`src/rtl/node_integrator.sv`:
```
// node_integrator: turns the branch currents driven onto one circuit node back
// into a node voltage. Each enabled clock the signed branch currents are summed,
// scaled by an arithmetic right shift, added to the node voltage and clamped to
// the supply rails. Two status flags are derived alongside the voltage: a
// hysteretic digital level and a settled flag.
//
// Ports:
//   clk      in   clock, all state updates on the rising edge
//   rst_n    in   synchronous active-low reset
//   en       in   integration step enable
//   i_bus    in   N_IN packed signed currents, input k at [k*W +: W]
//   load     in   force the node voltage to load_v (takes priority over en)
//   load_v   in   signed value written on load (clamped to the rails)
//   v        out  signed node voltage (registered)
//   level    out  hysteretic digital value of v (registered)
//   settled  out  node quiet for SETTLE_CYCLES consecutive steps (registered)
//   sat      out  last step or load was clamped to a rail (registered)
module node_integrator #(
    parameter int unsigned N_IN          = 8,
    parameter int unsigned W             = 16,
    parameter int unsigned SHIFT         = 0,
    parameter int          V_HI          = 32767,
    parameter int          V_LO          = -32768,
    parameter int          V_INIT        = -32768,
    parameter int          VTH_HI        = 16383,
    parameter int          VTH_LO        = -16384,
    parameter int unsigned SETTLE_THRESH = 2,
    parameter int unsigned SETTLE_CYCLES = 4
) (
    input  logic              clk,
    input  logic              rst_n,
    input  logic              en,
    input  logic [N_IN*W-1:0] i_bus,
    input  logic              load,
    input  logic [W-1:0]      load_v,
    output logic [W-1:0]      v,
    output logic              level,
    output logic              settled,
    output logic              sat
);

    // Sum width holds N_IN full-scale inputs without wrap; one extra bit for v + delta.
    localparam int unsigned SW = W + $clog2(N_IN) + 1;
    localparam int unsigned EW = SW + 1;
    localparam int unsigned CW = $clog2(SETTLE_CYCLES + 2);

    localparam logic signed [EW-1:0] RAIL_HI  = EW'(V_HI);
    localparam logic signed [EW-1:0] RAIL_LO  = EW'(V_LO);
    localparam logic signed [EW-1:0] TH_HI    = EW'(VTH_HI);
    localparam logic signed [EW-1:0] TH_LO    = EW'(VTH_LO);
    localparam logic [EW-1:0]        QUIET_TH = EW'(SETTLE_THRESH);
    localparam logic [CW-1:0]        CNT_MAX  = CW'(SETTLE_CYCLES);
    localparam logic [W-1:0]         V_RST    = W'(V_INIT);
    localparam logic                 LVL_RST  = (V_INIT >= VTH_HI);

    logic [W-1:0]  v_q, v_d;
    logic          level_q, level_d;
    logic          settled_q, settled_d;
    logic          sat_q, sat_d;
    logic [CW-1:0] cnt_q, cnt_d;

    logic signed [SW-1:0] sum;
    logic signed [SW-1:0] delta;
    logic signed [EW-1:0] v_ext;
    logic signed [EW-1:0] src;
    logic signed [EW-1:0] clamped;
    logic signed [EW-1:0] eff;
    logic [EW-1:0]        eff_mag;
    logic                 clamp_hit;
    logic                 lvl_next;
    logic                 quiet;

    // Sign-extended sum of all branch currents.
    always_comb begin
        sum = '0;
        for (int unsigned k = 0; k < N_IN; k++) begin
            sum = sum + SW'($signed(i_bus[k*W +: W]));
        end
    end

    // Candidate voltage (load or integration step), rail clamp and derived flags.
    always_comb begin
        delta   = sum >>> SHIFT;
        v_ext   = EW'($signed(v_q));
        src     = load ? EW'($signed(load_v)) : (v_ext + EW'(delta));
        clamped = src;
        clamp_hit = 1'b0;
        if (src > RAIL_HI) begin
            clamped   = RAIL_HI;
            clamp_hit = 1'b1;
        end else if (src < RAIL_LO) begin
            clamped   = RAIL_LO;
            clamp_hit = 1'b1;
        end

        // Change actually applied; a node pinned at a rail reads as quiet.
        eff     = clamped - v_ext;
        eff_mag = (eff < 0) ? -eff : eff;
        quiet   = (eff_mag <= QUIET_TH);

        if (clamped >= TH_HI) begin
            lvl_next = 1'b1;
        end else if (clamped <= TH_LO) begin
            lvl_next = 1'b0;
        end else begin
            lvl_next = level_q;
        end
    end

    // Next-state selection: load > en > hold.
    always_comb begin
        v_d       = v_q;
        level_d   = level_q;
        settled_d = settled_q;
        sat_d     = sat_q;
        cnt_d     = cnt_q;
        if (load) begin
            v_d       = W'(clamped);
            level_d   = lvl_next;
            sat_d     = clamp_hit;
            cnt_d     = '0;
            settled_d = 1'b0;
        end else if (en) begin
            v_d     = W'(clamped);
            level_d = lvl_next;
            sat_d   = clamp_hit;
            if (!quiet) begin
                cnt_d = '0;
            end else if (cnt_q != CNT_MAX) begin
                cnt_d = cnt_q + CW'(1);
            end
            settled_d = (cnt_d == CNT_MAX);
        end
    end

    // State registers with synchronous reset.
    always_ff @(posedge clk) begin
        if (!rst_n) begin
            v_q       <= V_RST;
            level_q   <= LVL_RST;
            settled_q <= 1'b0;
            sat_q     <= 1'b0;
            cnt_q     <= '0;
        end else begin
            v_q       <= v_d;
            level_q   <= level_d;
            settled_q <= settled_d;
            sat_q     <= sat_d;
            cnt_q     <= cnt_d;
        end
    end

    assign v       = v_q;
    assign level   = level_q;
    assign settled = settled_q;
    assign sat     = sat_q;

endmodule

```
`config.mk`:
```
export PLATFORM = sky130hd
export DESIGN_NAME = node_integrator
export DESIGN_NICKNAME = d
export VERILOG_FILES = /design/src/rtl/node_integrator.sv
export SDC_FILE = /design/constraint.sdc
export NUM_CORES = 1
export LEC_CHECK = 0
export CAP_MARGIN = 20
export CORE_ASPECT_RATIO = 0.5
export CORE_MARGIN = 3
export CORE_UTILIZATION = 35
export CTS_BUF_LIST = sky130_fd_sc_hd__clkbuf_8 sky130_fd_sc_hd__clkbuf_16
export CTS_CLUSTER_SIZE = 30
export DETAILED_ROUTE_END_ITERATION = 10
export GPL_TIMING_DRIVEN = 0
export PLACE_DENSITY = 0.71
export SETUP_SLACK_MARGIN = 0.5
export SLEW_MARGIN = 40
export SYNTH_ARGS = -nofsm -noshare
export SYNTH_HDL_FRONTEND = slang
export SYNTH_SLANG_ARGS = --single-unit
```
`constraint.sdc`:
```
create_clock -name clk -period 10.5 [get_ports clk]
set_clock_uncertainty 0.2 [all_clocks]
set_input_delay 2.1 -clock clk [delete_from_list [all_inputs] [get_ports clk]]
set_output_delay 2.1 -clock clk [all_outputs]
set_load 0.02 [all_outputs]
```
Word level (Yosys, flattened, before mapping):

Index checks and enable logic that the tools add are counted.

* add/subtract/negate cells: 11
* multiply operators: 0
* div/mod/pow operators: 0
* magnitude comparators: 6
* equal/unequal tests: 2
* shift-type cells: 0
* multiplexer cells: 18
* bitwise logic cells: 1
* reduce and logical (&&, ||, !) cells: 2

Operators by type and width (count)
* 2-to-1 mux 21 bit: 4
* adder 20 x 16 -> 20 bit: 3
* 2-to-1 mux 16 bit: 2
* adder 16 x 20 -> 21 bit: 1
* >= comparator 21 x 15 -> 1 bit (second input constant): 1
* > comparator 21 x 16 -> 1 bit (second input constant): 1
* less-or-equal comparator 21 x 15 -> 1 bit (second input constant): 1
* less-or-equal comparator 21 x 2 -> 1 bit (second input constant): 1
* < comparator 21 x 1 -> 1 bit (second input constant): 1
* < comparator 21 x 16 -> 1 bit (second input constant): 1
* negator 21 bit: 1
* subtractor 21 x 16 -> 21 bit: 1
* adder 19 x 16 -> 20 bit: 1
* adder 18 x 16 -> 19 bit: 1
* adder 17 x 16 -> 18 bit: 1
* adder 16 x 16 -> 17 bit: 1
* 2-to-1 mux 3 bit: 4
* 2-to-1 mux 1 bit: 8
* adder 3 x 1 -> 3 bit (second input constant): 1
* equality test 3 bit (second input constant): 1
* inequality test 3 bit (second input constant): 1
* nonzero test 2 bit: 1
* OR reduction 2 bit: 1
* NOT 1 bit: 1

* bits in registers: 22
* bits in latches: 0
* memory bits (writable): 0
* bits in read-only memories: 0
* output and inout bits: 19
* memories: 0

Depth between registers and ports, before layout:

* depth after elaboration: 20
* gate-level depth with buffers: 36
* gate-level depth less buffers: 34

Worst setup path after synthesis:

Ideal clock, no wire load.

* path type: in2reg
* from: input i_bus[2]
* to: register cnt_q[2]
* library setup time: 79 ps
* arrival: 10938 ps
* setup slack: -718 ps
* stages: 35
* path buffers: 3
* path through: inv_1 -> fa_1 -> inv_1 -> fa_1 -> fa_1 -> inv_1 -> fa_1 -> inv_1 -> ha_1 -> fa_1 -> a21o_1 -> a221o_1 -> a211oi_1 -> nor3_1 -> xor2_1 -> a31o_2 -> nand4_1 -> ha_1 -> clkbuf_1 -> clkbuf_1 -> clkbuf_1 -> o21ai_0 -> ha_1 -> nor2b_1 -> o211a_1 -> a2111o_1 -> o211ai_1 -> xor2_1 -> nand3_1 -> o32a_1 -> a311oi_1 -> o211ai_1 -> a2111oi_4 -> nand3_2 -> a211oi_2

* cells in the longest elaborated chain, start to end: 19
* elaborated cells between the ends (all ways): 21
* those cells by class: add/sub (10); order compare (4); mux (7)

Ends and longest elaborated chain
* start, declared: line 33 `input logic [N_IN*W-1:0] i_bus,`
* adder 16 x 16 -> 17 bit *: line 77 `sum = sum + SW'($signed(i_bus[k*W +: W]));`
* adder 17 x 16 -> 18 bit *: line 77
* adder 18 x 16 -> 19 bit *: line 77
* adder 19 x 16 -> 20 bit *: line 77
* adder 20 x 16 -> 20 bit * (3 in series): line 77
* adder 16 x 20 -> 21 bit *: line 85 `src = load ? EW'($signed(load_v)) : (v_ext + EW'(delta));`
* 2-to-1 mux 21 bit *: line 85
* < comparator 21 x 16 -> 1 bit: line 91 `end else if (src < RAIL_LO) begin`
* [2 not listed]
* via clamped[2]: line 66 `logic signed [EW-1:0] clamped;`
* subtractor 21 x 16 -> 21 bit *: line 97 `eff = clamped - v_ext;`
* negator 21 bit / < comparator 21 x 1 -> 1 bit (equally long branches): line 98 `eff_mag = (eff < 0) ? -eff : eff;`
* 2-to-1 mux 21 bit *: line 98
* less-or-equal comparator 21 x 2 -> 1 bit *: line 99 `quiet = (eff_mag <= QUIET_TH);`
* 2-to-1 mux 3 bit *: line 127 `if (!quiet) begin`
* 2-to-1 mux 3 bit *: line 123 `end else if (en) begin`
* 2-to-1 mux 3 bit *: line 117 `if (load) begin`
* end signal, assigned: line 149 `cnt_q <= cnt_d;`
* end, declared: line 60 `logic [CW-1:0] cnt_q, cnt_d;`

The timed path passes the listed nets; every way through them passes the cells marked *. The select of a mux whose other input is x is not followed.
A chain may end at the register's enable or synchronous reset.

Worst setup path in the final report:

* from: input i_bus[34]
* to: register cnt_q[2]

* cells in the longest elaborated chain, start to end: 18
* elaborated cells between the ends (all ways): 20
* those cells by class: add/sub (9); order compare (4); mux (7)

Ends and longest elaborated chain
* adder 17 x 16 -> 18 bit *: line 77
* adder 18 x 16 -> 19 bit *: line 77
* adder 19 x 16 -> 20 bit *: line 77
* adder 20 x 16 -> 20 bit * (3 in series): line 77
* adder 16 x 20 -> 21 bit *: line 85
* 2-to-1 mux 21 bit *: line 85
* < comparator 21 x 16 -> 1 bit: line 91
* 2-to-1 mux 21 bit: line 91
* 2-to-1 mux 21 bit *: line 88 `if (src > RAIL_HI) begin`
* via clamped[6]: line 66
* subtractor 21 x 16 -> 21 bit *: line 97
* negator 21 bit / < comparator 21 x 1 -> 1 bit (equally long branches): line 98
* 2-to-1 mux 21 bit *: line 98
* less-or-equal comparator 21 x 2 -> 1 bit *: line 99
* 2-to-1 mux 3 bit *: line 127
* 2-to-1 mux 3 bit *: line 123
* 2-to-1 mux 3 bit *: line 117

Marked as above.

==> summary.txt <==
Status
  – Status: finished, violations left
  – Failing checks: setup timing

Logic synthesis
  – Async set or reset register ratio after synthesis: 0
  – Top FF cell, synth: dfxtp_1
  – Syn avg cell area: 8.074 µm²
  – Top cell type's share of synthesized area: 0.3063
  – Library cells used by synthesis: 87
  – Post-synth top area cell: fa_1
  – Post-Syn Area: 7581 µm²
  – Top cells by count, synth: 200 x inv_1, 116 x fa_1, 64 x nor2_1
  – Synth top area cells: fa_1 31%, inv_1 9.9%, ha_1 7.3%
  – Seq cells post-synth: 22
  – Post-synth EDFFs: 0
  – Post-Syn Instances: 939
  – Most common cell in the netlist: inv_1
  – Synth Warn #: 0
  – Sequential cell area fraction in the yosys report: 0.05810
  – Mapped Nets: around 1200

Clocking
  – Worst-Skew Late Latency: 0.26 ns
  – Clk buf depth: 2
  – H-tree depth: 1
  – CTS Root Cell: clkbuf_16
  – TritonCTS Buffers: 3
  – Sink Count: 22
  – TritonCTS clock tree: built
  – Reg clk slew, reported paths: ~0.070 ns

Finish
  – Share of cells above drive strength 1: 0.2114
  – Area delta synth->final: 44.55%
  – Nets: 1468
  – Ant. Diodes: 0
  – Fill cells: 1908
  – FF+latch area: 440.4 µm²
  – Multi-input gate area: 7023 µm²

Floorplanning
  – Row cnt: 37
  – Die height: about 110 µm
  – Ports: ~170
  – Die area: ~24000 µm²
  – Die width: ~210 µm
  – Core area: around 21000 µm²
  – Initial Util: 0.3631

STA
  – RSZ-0062 raised after global routing: true
  – Achievable frequency: roughly 0.09 GHz
  – Slew at the pin with the worst max-slew slack: 0.7275 ns
  – Final setup fails: 4
  – Slew Viols, Final: 0
  – Max-slew headroom: 0.5150
  – WHS: 0.2767 ns
  – Final min period: approximately 11 ns
  – Setup slack after layout: -0.4153 ns
  – Final Hold Vio Count: 0
  – Fin crit share: 1.040

Route
  – Final WL: 24.85 mm
  – Vias per cell: roughly 5.3
  – Detailed Route Iter0 Violations: around 550
  – Remaining antenna violation count: 0
  – Vias: between 7000 and 8000
  – DRC viols: 0
  – DR WL/cell: 17.13 µm
  – DRT Pass-1 Iters: 5

Setup path
  – Critical Path AT: 10.90 ns
  – CP Max Fanout: 8
  – R2R Path End: cnt_q[2]
  – Crit path kind: input port to flip-flop
  – Reg2Reg Launch Point: v[1]
  – Worst setup EP type: flip-flop
  – Largest stage delay on the critical path: 0.57 ns
  – R2R setup slack: 1.22 ns
  – Critical Path RT: 10.48 ns
  – R2R depth: 37
  – CP Launch Type: input port
  – Most frequent CP cell: fa_1
  – CP max stage cell: fa_1

Placement
  – Routability cong.: about 0.95
  – Port Buffer Count: 164
  – Hpwl dp: between 20 and 25 mm

Hold path
  – Hold_sp: settled
  – Worst Hold Depth: 2
  – Worst min path class: flip-flop to flip-flop
  – End of the worst hold path: settled

Global route
  – First-pass GRT wire length: ~40 mm
  – GRT Util Overall: 0.2107
  – Final global-route overflow total: 0
  – Initial antenna violation count: 0
  – Vias in the first global route: 7892
  – Largest net degree at the start of global routing: 14

Run
  – Max-cap violation count: 0
layout by cell type (no fill, tap or decap), drive strengths merged, types with 20 or more instances in the layout:
| master | Yosys | routed |
|---|---|---|
| fa | 116 | 116 |
| clkdlybuf4s50 | 0 | 122 |
| buf | 7 | 68 |
| inv | 200 | 200 |
| a21oi | 56 | 56 |
| nand2 | 61 | 61 |
| dfxtp | 22 | 22 |
| clkbuf | 19 | 21 |
| o21ai | 39 | 39 |
| nor2 | 64 | 64 |
| nor3 | 20 | 20 |
| nand3 | 21 | 21 |
| dlygate4sd2 | 0 | 21 |
| ha | 44 | 44 |
cells by family after synthesis:
family,count (synthesis),synth area share
xor+xnor,23,0.02657
simple gates,273,0.1900
compound gates,219,0.2078
mux,15,0.02047
flops,22,0.05810
buf+inv,227,0.1182
fa+ha+maj,160,0.3789
flip-flops by register name (all words and copies together), names as in the netlist:
name     cells
v           16
cnt_q        3
level        1
sat          1
settled      1
critical path, delay by kind of cell:
family                     cells  cell delay, ns
muxes                          1            0.17
buffers and inverters         12            1.40
AOI/OAI and AO/OA             13            3.40
adders and majority gates      8            3.18
xor gates and xnor gates       1            0.21
and+or+nand+nor                5            0.42
metrics by stage:
step	TNS [ns]	area [µm²]	worst slack, ns	std cells	util
after floorplan	0	7802	0.2666	939	-
after global placement	-6.552	9809	-1.653	1395	0.4698
after detailed placement	-6.518	9817	-1.655	1395	0.4702
after CTS	-1.644	10590	-0.4999	1436	0.5072
after global routing	-2.645	10960	-0.6931	1451	0.5248
final	-1.495	10960	-0.4153	1451	0.5248
layout make-up:
cell class	instances	area share
Tap cell	292	0.03334
Clock inverter	1	0.002740
Multi-Input combinational cell	690	0.6409
Timing Repair Buffer	216	0.1850
Inverter	200	0.06919
Buffer	27	0.02181
Clock buffer	3	0.006851
Sequential cell	22	0.04019
worst max path at each step:
stage	start	end	slack (ns)
after detailed placement	i_bus[34]	cnt_q[2]	-1.66
after global placement	i_bus[34]	cnt_q[0]	-1.65
after floorplan	i_bus[34]	cnt_q[2]	0.27
after CTS	i_bus[34]	cnt_q[2]	-0.50
final	i_bus[34]	cnt_q[2]	-0.42
after global routing	i_bus[28]	cnt_q[2]	-0.69
metal layers:
layer / vias to the layer above / part of all wire / track usage
met3: 26 / 0.088 / 0.04710
met1: 3773 / 0.44 / 0.2787
met4: 0 / 0.012 / 0.03177
li1: 3615 / - / -
met5: - / 0 / 0
met2: 272 / 0.46 / 0.3661
repair_timing:
action	in CTS	in global routing
pin swaps	86	55
buffers inserted	36	15
gates cloned	1	0
hold buffers	0	0
gates resized for setup	163	68
endpoints found under the setup margin	4	4
Power is not shown: default switching activity piles up to over one toggle a cycle in this logic, so the estimate is an artifact.
